===== src/rtl/csel_add_pkg.sv =====
// Shared constants, types and helpers for the pipelined carry-select adder.
// Latency: n/a (package only).
// Backpressure: n/a (package only).
package csel_add_pkg;

  // Width of one carry-lookahead block inside a slice.
  localparam int CLA_W = 4;

  typedef enum logic {
    OP_ADD = 1'b0,
    OP_SUB = 1'b1
  } op_mode_e;

  // Legal when the word splits evenly into whole slices of whole CLA blocks.
  function automatic bit cfg_legal(input int width, input int stages, input int slice);
    return (stages >= 1) && (slice >= CLA_W) && ((slice % CLA_W) == 0) &&
           (width == stages * slice);
  endfunction

  // 4-bit carry-lookahead add; returns {carry_out, sum}.
  function automatic logic [CLA_W:0] cla4(input logic [CLA_W-1:0] x,
                                          input logic [CLA_W-1:0] y,
                                          input logic             ci);
    logic [CLA_W-1:0] g;
    logic [CLA_W-1:0] p;
    logic [CLA_W:0]   c;
    g    = x & y;
    p    = x ^ y;
    c[0] = ci;
    c[1] = g[0] | (p[0] & ci);
    c[2] = g[1] | (p[1] & g[0]) | (p[1] & p[0] & ci);
    c[3] = g[2] | (p[2] & g[1]) | (p[2] & p[1] & g[0]) | (p[2] & p[1] & p[0] & ci);
    c[4] = g[3] | (p[3] & g[2]) | (p[3] & p[2] & g[1]) | (p[3] & p[2] & p[1] & g[0]) |
           (p[3] & p[2] & p[1] & p[0] & ci);
    return {c[4], p ^ c[3:0]};
  endfunction

endpackage


===== src/rtl/carry_select_slice.sv =====
// Purpose: combinational SLICE-bit carry-select adder built from 4-bit CLA blocks.
// Latency: 0 cycles (purely combinational).
// Backpressure: none; the enclosing pipeline stage decides when results are captured.
// Ports: a, b (SLICE) operands; cin block-0 carry; sum (SLICE) result; cout slice carry.
module carry_select_slice
  import csel_add_pkg::*;
#(
  parameter int SLICE = 16
) (
  input  logic [SLICE-1:0] a,
  input  logic [SLICE-1:0] b,
  input  logic             cin,
  output logic [SLICE-1:0] sum,
  output logic             cout
);

  localparam int NBLK = SLICE / CLA_W;

  // bc[j] is the carry entering block j.
  logic [NBLK:0] bc;
  assign bc[0] = cin;

  for (genvar j = 0; j < NBLK; j++) begin : g_blk
    logic [CLA_W-1:0] xa;
    logic [CLA_W-1:0] xb;
    assign xa = a[j*CLA_W +: CLA_W];
    assign xb = b[j*CLA_W +: CLA_W];

    if (j == 0) begin : g_first
      assign {bc[1], sum[CLA_W-1:0]} = cla4(xa, xb, bc[0]);
    end else begin : g_sel
      // Both outcomes are ready before the lower carry settles; only the mux waits.
      logic [CLA_W:0] r0;
      logic [CLA_W:0] r1;
      assign r0 = cla4(xa, xb, 1'b0);
      assign r1 = cla4(xa, xb, 1'b1);
      assign {bc[j+1], sum[j*CLA_W +: CLA_W]} = bc[j] ? r1 : r0;
    end
  end

  assign cout = bc[NBLK];

endmodule


===== src/rtl/csel_add_pipe.sv =====
// Purpose: pipelined carry-select adder/subtractor, one SLICE per stage, LSB slice first.
// Latency: STAGES cycles from input transfer to out_valid; 1 op/cycle throughput.
// Backpressure: in_ready = ~out_valid | out_ready; when low every stage register holds.
// Ports: clk, reset (async, active-high); in_valid/in_ready, a, b, sub, cin in;
//        out_valid/out_ready, sum, cout, ovf out.
// Option: define CSEL_ADD_PIPE_SAT_EN to clamp sum on signed overflow.
module csel_add_pipe
  import csel_add_pkg::*;
#(
  parameter int WIDTH  = 32,
  parameter int STAGES = 2,
  parameter int SLICE  = WIDTH / STAGES
) (
  input  logic             clk,
  input  logic             reset,
  input  logic             in_valid,
  output logic             in_ready,
  input  logic [WIDTH-1:0] a,
  input  logic [WIDTH-1:0] b,
  input  logic             sub,
  input  logic             cin,
  output logic             out_valid,
  input  logic             out_ready,
  output logic [WIDTH-1:0] sum,
  output logic             cout,
  output logic             ovf
);

  if (!cfg_legal(WIDTH, STAGES, SLICE)) begin : g_cfg_check
    $error("csel_add_pipe: WIDTH must equal STAGES*SLICE with SLICE a multiple of 4");
  end

  localparam int LAST = STAGES - 1;

  // Single global advance: the whole pipe moves or the whole pipe holds.
  logic adv;
  assign adv      = ~out_valid | out_ready;
  assign in_ready = adv;

  op_mode_e         mode;
  logic [WIDTH-1:0] b_eff;
  logic             c_first;
  assign mode    = op_mode_e'(sub);
  assign b_eff   = (mode == OP_SUB) ? ~b : b;
  assign c_first = (mode == OP_SUB) ? 1'b1 : cin;

  // Stage k sees the operand bits not yet consumed (RW wide), adds their low
  // slice, and hands the rest plus the finished low sum slices to stage k+1.
  for (genvar k = 0; k < STAGES; k++) begin : g_stg
    localparam int RW = WIDTH - k * SLICE;

    logic [RW-1:0]          op_a;
    logic [RW-1:0]          op_b;
    logic                   c_in;
    logic                   v_in;
    logic [SLICE-1:0]       s_sum;
    logic                   s_co;
    logic [(k+1)*SLICE-1:0] s_nxt;

    if (k == 0) begin : g_in
      assign op_a  = a;
      assign op_b  = b_eff;
      assign c_in  = c_first;
      assign v_in  = in_valid;
      assign s_nxt = s_sum;
    end else begin : g_mid
      assign op_a  = g_stg[k-1].g_reg.a_q;
      assign op_b  = g_stg[k-1].g_reg.b_q;
      assign c_in  = g_stg[k-1].g_reg.c_q;
      assign v_in  = g_stg[k-1].g_reg.v_q;
      assign s_nxt = {s_sum, g_stg[k-1].g_reg.s_q};
    end

    carry_select_slice #(
      .SLICE(SLICE)
    ) u_slice (
      .a   (op_a[SLICE-1:0]),
      .b   (op_b[SLICE-1:0]),
      .cin (c_in),
      .sum (s_sum),
      .cout(s_co)
    );

    if (k < LAST) begin : g_reg
      logic [RW-SLICE-1:0]    a_q;   // skew: operand slices still to be added
      logic [RW-SLICE-1:0]    b_q;
      logic [(k+1)*SLICE-1:0] s_q;   // de-skew: finished low sum slices
      logic                   c_q;
      logic                   v_q;

      always_ff @(posedge clk or posedge reset) begin
        if (reset) begin
          a_q <= '0;
          b_q <= '0;
          s_q <= '0;
          c_q <= 1'b0;
          v_q <= 1'b0;
        end else if (adv) begin
          a_q <= op_a[RW-1:SLICE];
          b_q <= op_b[RW-1:SLICE];
          s_q <= s_nxt;
          c_q <= s_co;
          v_q <= v_in;
        end
      end
    end
  end

  // Last stage: full-width result, overflow detect and optional clamp.
  logic [WIDTH-1:0] raw_sum;
  logic [WIDTH-1:0] sum_nxt;
  logic             a_msb;
  logic             b_msb;
  logic             ovf_nxt;

  assign raw_sum = g_stg[LAST].s_nxt;
  assign a_msb   = g_stg[LAST].op_a[SLICE-1];
  assign b_msb   = g_stg[LAST].op_b[SLICE-1];
  assign ovf_nxt = (a_msb == b_msb) & (raw_sum[WIDTH-1] != a_msb);

`ifdef CSEL_ADD_PIPE_SAT_EN
  // Overflow direction follows the operand sign: positive clamps to max, negative to min.
  assign sum_nxt = !ovf_nxt ? raw_sum :
                   a_msb    ? {1'b1, {(WIDTH-1){1'b0}}} :
                              {1'b0, {(WIDTH-1){1'b1}}};
`else
  assign sum_nxt = raw_sum;
`endif

  always_ff @(posedge clk or posedge reset) begin
    if (reset) begin
      out_valid <= 1'b0;
      sum       <= '0;
      cout      <= 1'b0;
      ovf       <= 1'b0;
    end else if (adv) begin
      out_valid <= g_stg[LAST].v_in;
      sum       <= sum_nxt;
      cout      <= g_stg[LAST].s_co;
      ovf       <= ovf_nxt;
    end
  end

endmodule


===== config.mk =====
export PLATFORM = sky130hd
export DESIGN_NAME = csel_add_pipe
export DESIGN_NICKNAME = d
export VERILOG_FILES = /design/src/rtl/csel_add_pkg.sv /design/src/rtl/carry_select_slice.sv /design/src/rtl/csel_add_pipe.sv
export SDC_FILE = /design/constraint.sdc
export NUM_CORES = 1
export LEC_CHECK = 0
export BUFFER_PORTS_ARGS = -buffer_cell sky130_fd_sc_hd__buf_2
export CORE_ASPECT_RATIO = 0.8
export CORE_MARGIN = 2
export CORE_UTILIZATION = 50
export DETAILED_ROUTE_END_ITERATION = 12
export GPL_ROUTABILITY_DRIVEN = 0
export PLACE_DENSITY = 0.74
export SLEW_MARGIN = 5
export SYNTH_ARGS = -nofsm -noshare
export SYNTH_HDL_FRONTEND = slang
export SYNTH_HIERARCHICAL = 1
export SYNTH_SLANG_ARGS = --single-unit

===== constraint.sdc =====
create_clock -name clk -period 7.8 [get_ports clk]
set_clock_uncertainty 0.2 [all_clocks]
set_input_delay 0.39 -clock clk [delete_from_list [all_inputs] [get_ports clk]]
set_output_delay 0.39 -clock clk [all_outputs]
set_load 0.01 [all_outputs]

==> out/metrics.csv <==
stage;metric;value;unit
layout;layout-drive-gt1-share;42.6;%
synth;yosysSeqAreaShare;41.2;%
die;rows;33;
sta;fin_crit;3230;ps
setup_path;crit_type;in2reg;
sta;setup_viol;0;
clocking;cts_max_level;3;
clocking;postCtsSetupBuffers;0;
drt;vias_per_cell;5.06;
clocking;cts.reportedPaths.clkPinSlew;60;ps
layout;areaGrowthSynthToFinish;18.0;%
synth;synth_ff_type;dfrtp_1;
clocking;clockBufferDepth;2;
layout;regArea;2130;µm²
die;die_w;118;µm
global_routing;overflow;0;
setup_path;crit_chain;buf_2, xor2_1, ha_1, a21oi_1, o21ai_1, o2bb2ai_2, a311oi_4, mux2i_1, xnor2_1, mux2_4;
layout;multi_input_area;2800;µm²
setup_path;crit_slowest_cell;buf_2;
layout;fillCellCount;843;
global_routing;grt_pass1_vias;3359;
setup_path;cpPeakStageDelay;740;ps
synth;synth-seq-cells;85;
layout;nets;626;
setup_path;cp.arrival;3250;ps
sta;slew_viol_final;0;
sta;tightest_slew;1070;ps
die;coreArea;10200;µm²
synth;synth_area;5160;µm²
synth;synth_edf_count;0;
sta;fmax;0.310;GHz
global_routing;grt_max_degree;86;
sta;rsz0062_at_grt;no;
run_status;status;completed;
power_and_ir_drop;leakage;0.00303;µW
setup_path;required;7820;ps
global_routing;grt_use_met2;30.4;%
die;dieArea;11200;µm²
clocking;clock-root-buffer;clkbuf_16;
power_and_ir_drop;ir_drop;0.169;mV
global_routing;met1_usage;24.9;%
layout;antenna_cells;0;
clocking;cts_hold_buf;0;
global_routing;antenna_found_initial;0;
setup_path;path_delay_family;compound AO/OA/AOI/OAI gates;
synth;ys_types;39;
die;start_util;50.8;%
sta;holdWs;84.1;ps
job;maxCapViolations;0;
drt;wl_per_cell;15.0;µm
drt;drt-total-wl;9900;µm
power_and_ir_drop;p_per_area;297;nW/µm²
sta;hold_viol;0;
clocking;cts_buffers;9;
setup_path;setup.worst_path.start_class;input pin;
synth;ys_warn_count;6;
clocking;cts_tree;yes;
synth;syn_inst;412;
sta;slew_headroom;28.5;%
drt;drc;0;
global_routing;grt_use_total;18.7;%
setup_path;cp_max_fo;33;
drt;dr_total_vias;3344;
synth;async_reset_ff_share;100;%
drt;antenna_left;0;
sta;fin_crit_sh;41.4;%
setup_path;crit_path_end_kind;flop;
setup_path;crit_buf_inv;1;
place;dp_hpwl;7110;µm
sta;tns;0;ps
drt;dr.first_iter.drc_count;127;
global_routing;grt_util_met3;4.53;%
clocking;cts_resized;0;
worst_hold_path;hold_class;in2reg;
die;die_h;94.9;µm
drt;firstDrtPassIters;6;
global_routing;grt_pass1_wl;16400;µm
synth;syn-num-nets;522;
clocking;cts.sinks;85;
global_routing;top_usage_layer;met2;
synth;syn_avg_cell_area;12.5;µm²
die;num_io_pins;106;
place;portBuffers;105;
clocking;clkLatencyLatePin;340;ps
==> where the power goes <==
part           switching [µW]  total (µW)  internal, µW
combinational             306         670           364
sequential               83.5         669           586
clock                     175         473           298
==> cells by family after synthesis <==
group	share of synthesized area, %
DFF	41.2
buffers and inverters	4.65
and+or+nand+nor	5.23
adders and majority gates	9.98
AOI/OAI and AO/OA	7.15
muxes	22.0
xor gates and xnor gates	9.84
==> per-stage QoR <==
| stage | total power [µW] | std cells | util [%] | instance area (µm²) | setup slack, ps |
|---|---|---|---|---|---|
| floorplan | 1150 | 412 | - | 5160 | 4790 |
| global placement | 1320 | 645 | 56.7 | 5760 | 4430 |
| detailed placement | 1350 | 645 | 56.7 | 5760 | 4290 |
| CTS | 1830 | 661 | 60.0 | 6090 | 4630 |
| global route | 1930 | 661 | 60.0 | 6090 | 4410 |
| finish | 1810 | 661 | 60.0 | 6090 | 4570 |
==> registers in the layout (all words and copies together), names as in the netlist <==
register / cells
g_stg.g_reg.b_q: 16
g_stg.g_reg.a_q: 16
sum: 32
g_stg.g_reg.v_q: 1
g_stg.g_reg.s_q: 16
g_stg.g_reg.c_q: 1
out_valid: 1
cout: 1
ovf: 1
==> synth_stat cells (all sizes together), types with 4 or more instances <==
master,instances,area share (%)
ha,38,9.2
mux2i,6,1.2
mux2,83,21
and3,4,0.48
nand2,14,1.0
xor2,36,6.1
nor2b,4,0.48
buf,14,2.4
o21ai,10,0.97
nor2,14,1.0
a21oi,16,1.8
a21o,6,0.87
inv,31,2.3
xnor2,22,3.7
dfrtp,85,41
==> layout by cell type (no fill, tap or decap), drive strengths merged, types with 2 or more instances in the layout <==
cell      synthesis  routed
a21boi            2       2
nand4bb           2       2
clkbuf            0      11
and3              4       4
xnor2            22      22
dfrtp            85      85
nand2b            2       2
o21bai            2       2
o32a              2       2
bufinv            0       2
a21oi            16      16
mux2             83      83
xor2             36      36
nor2             14      14
buf              14     107
a21o              6       6
nand2            14      14
and2b             2       2
ha               38      38
inv              31      30
o311ai            2       2
o21ai            10      10
nand3             2       2
o2bb2ai           2       2
clkinvlp          0       3
fa                2       2
a311oi            2       2
mux2i             6       6
nor2b             4       4
nand4b            2       2
==> final cells by class <==
| cell class | instances | share of cell area [%] |
|---|---|---|
| clock buffer | 11 | 4.15 |
| timing repair buffer | 107 | 8.87 |
| clock inverter | 5 | 1.36 |
| sequential | 85 | 34.9 |
| tap | 140 | 2.88 |
| inverter | 31 | 1.93 |
| multi-input combinational | 282 | 45.9 |
==> final timing paths <==
kind	startpoint	to	slack, ps	depth (start not counted)
worst min-delay path	a[24]	g_stg[0].g_reg.a_q[8]	80	2
min in group asynchronous	reset	g_stg[0].g_reg.s_q[2]	180	3
worst max register to register	g_stg[0].g_reg.a_q[0]	ovf	4910	9
max in group asynchronous	reset	sum[14]	6520	3
worst max-delay path	sub	g_stg[0].g_reg.s_q[13]	4570	10
worst min register to register	g_stg[0].g_reg.v_q	out_valid	270	1
==> layer usage <==
layer	wire, µm	part of all wire, %
met4	156	1.6
met1	4760	48
met5	0	0
met3	409	4.1
met2	4580	46
(Power assumes the default switching activity.)
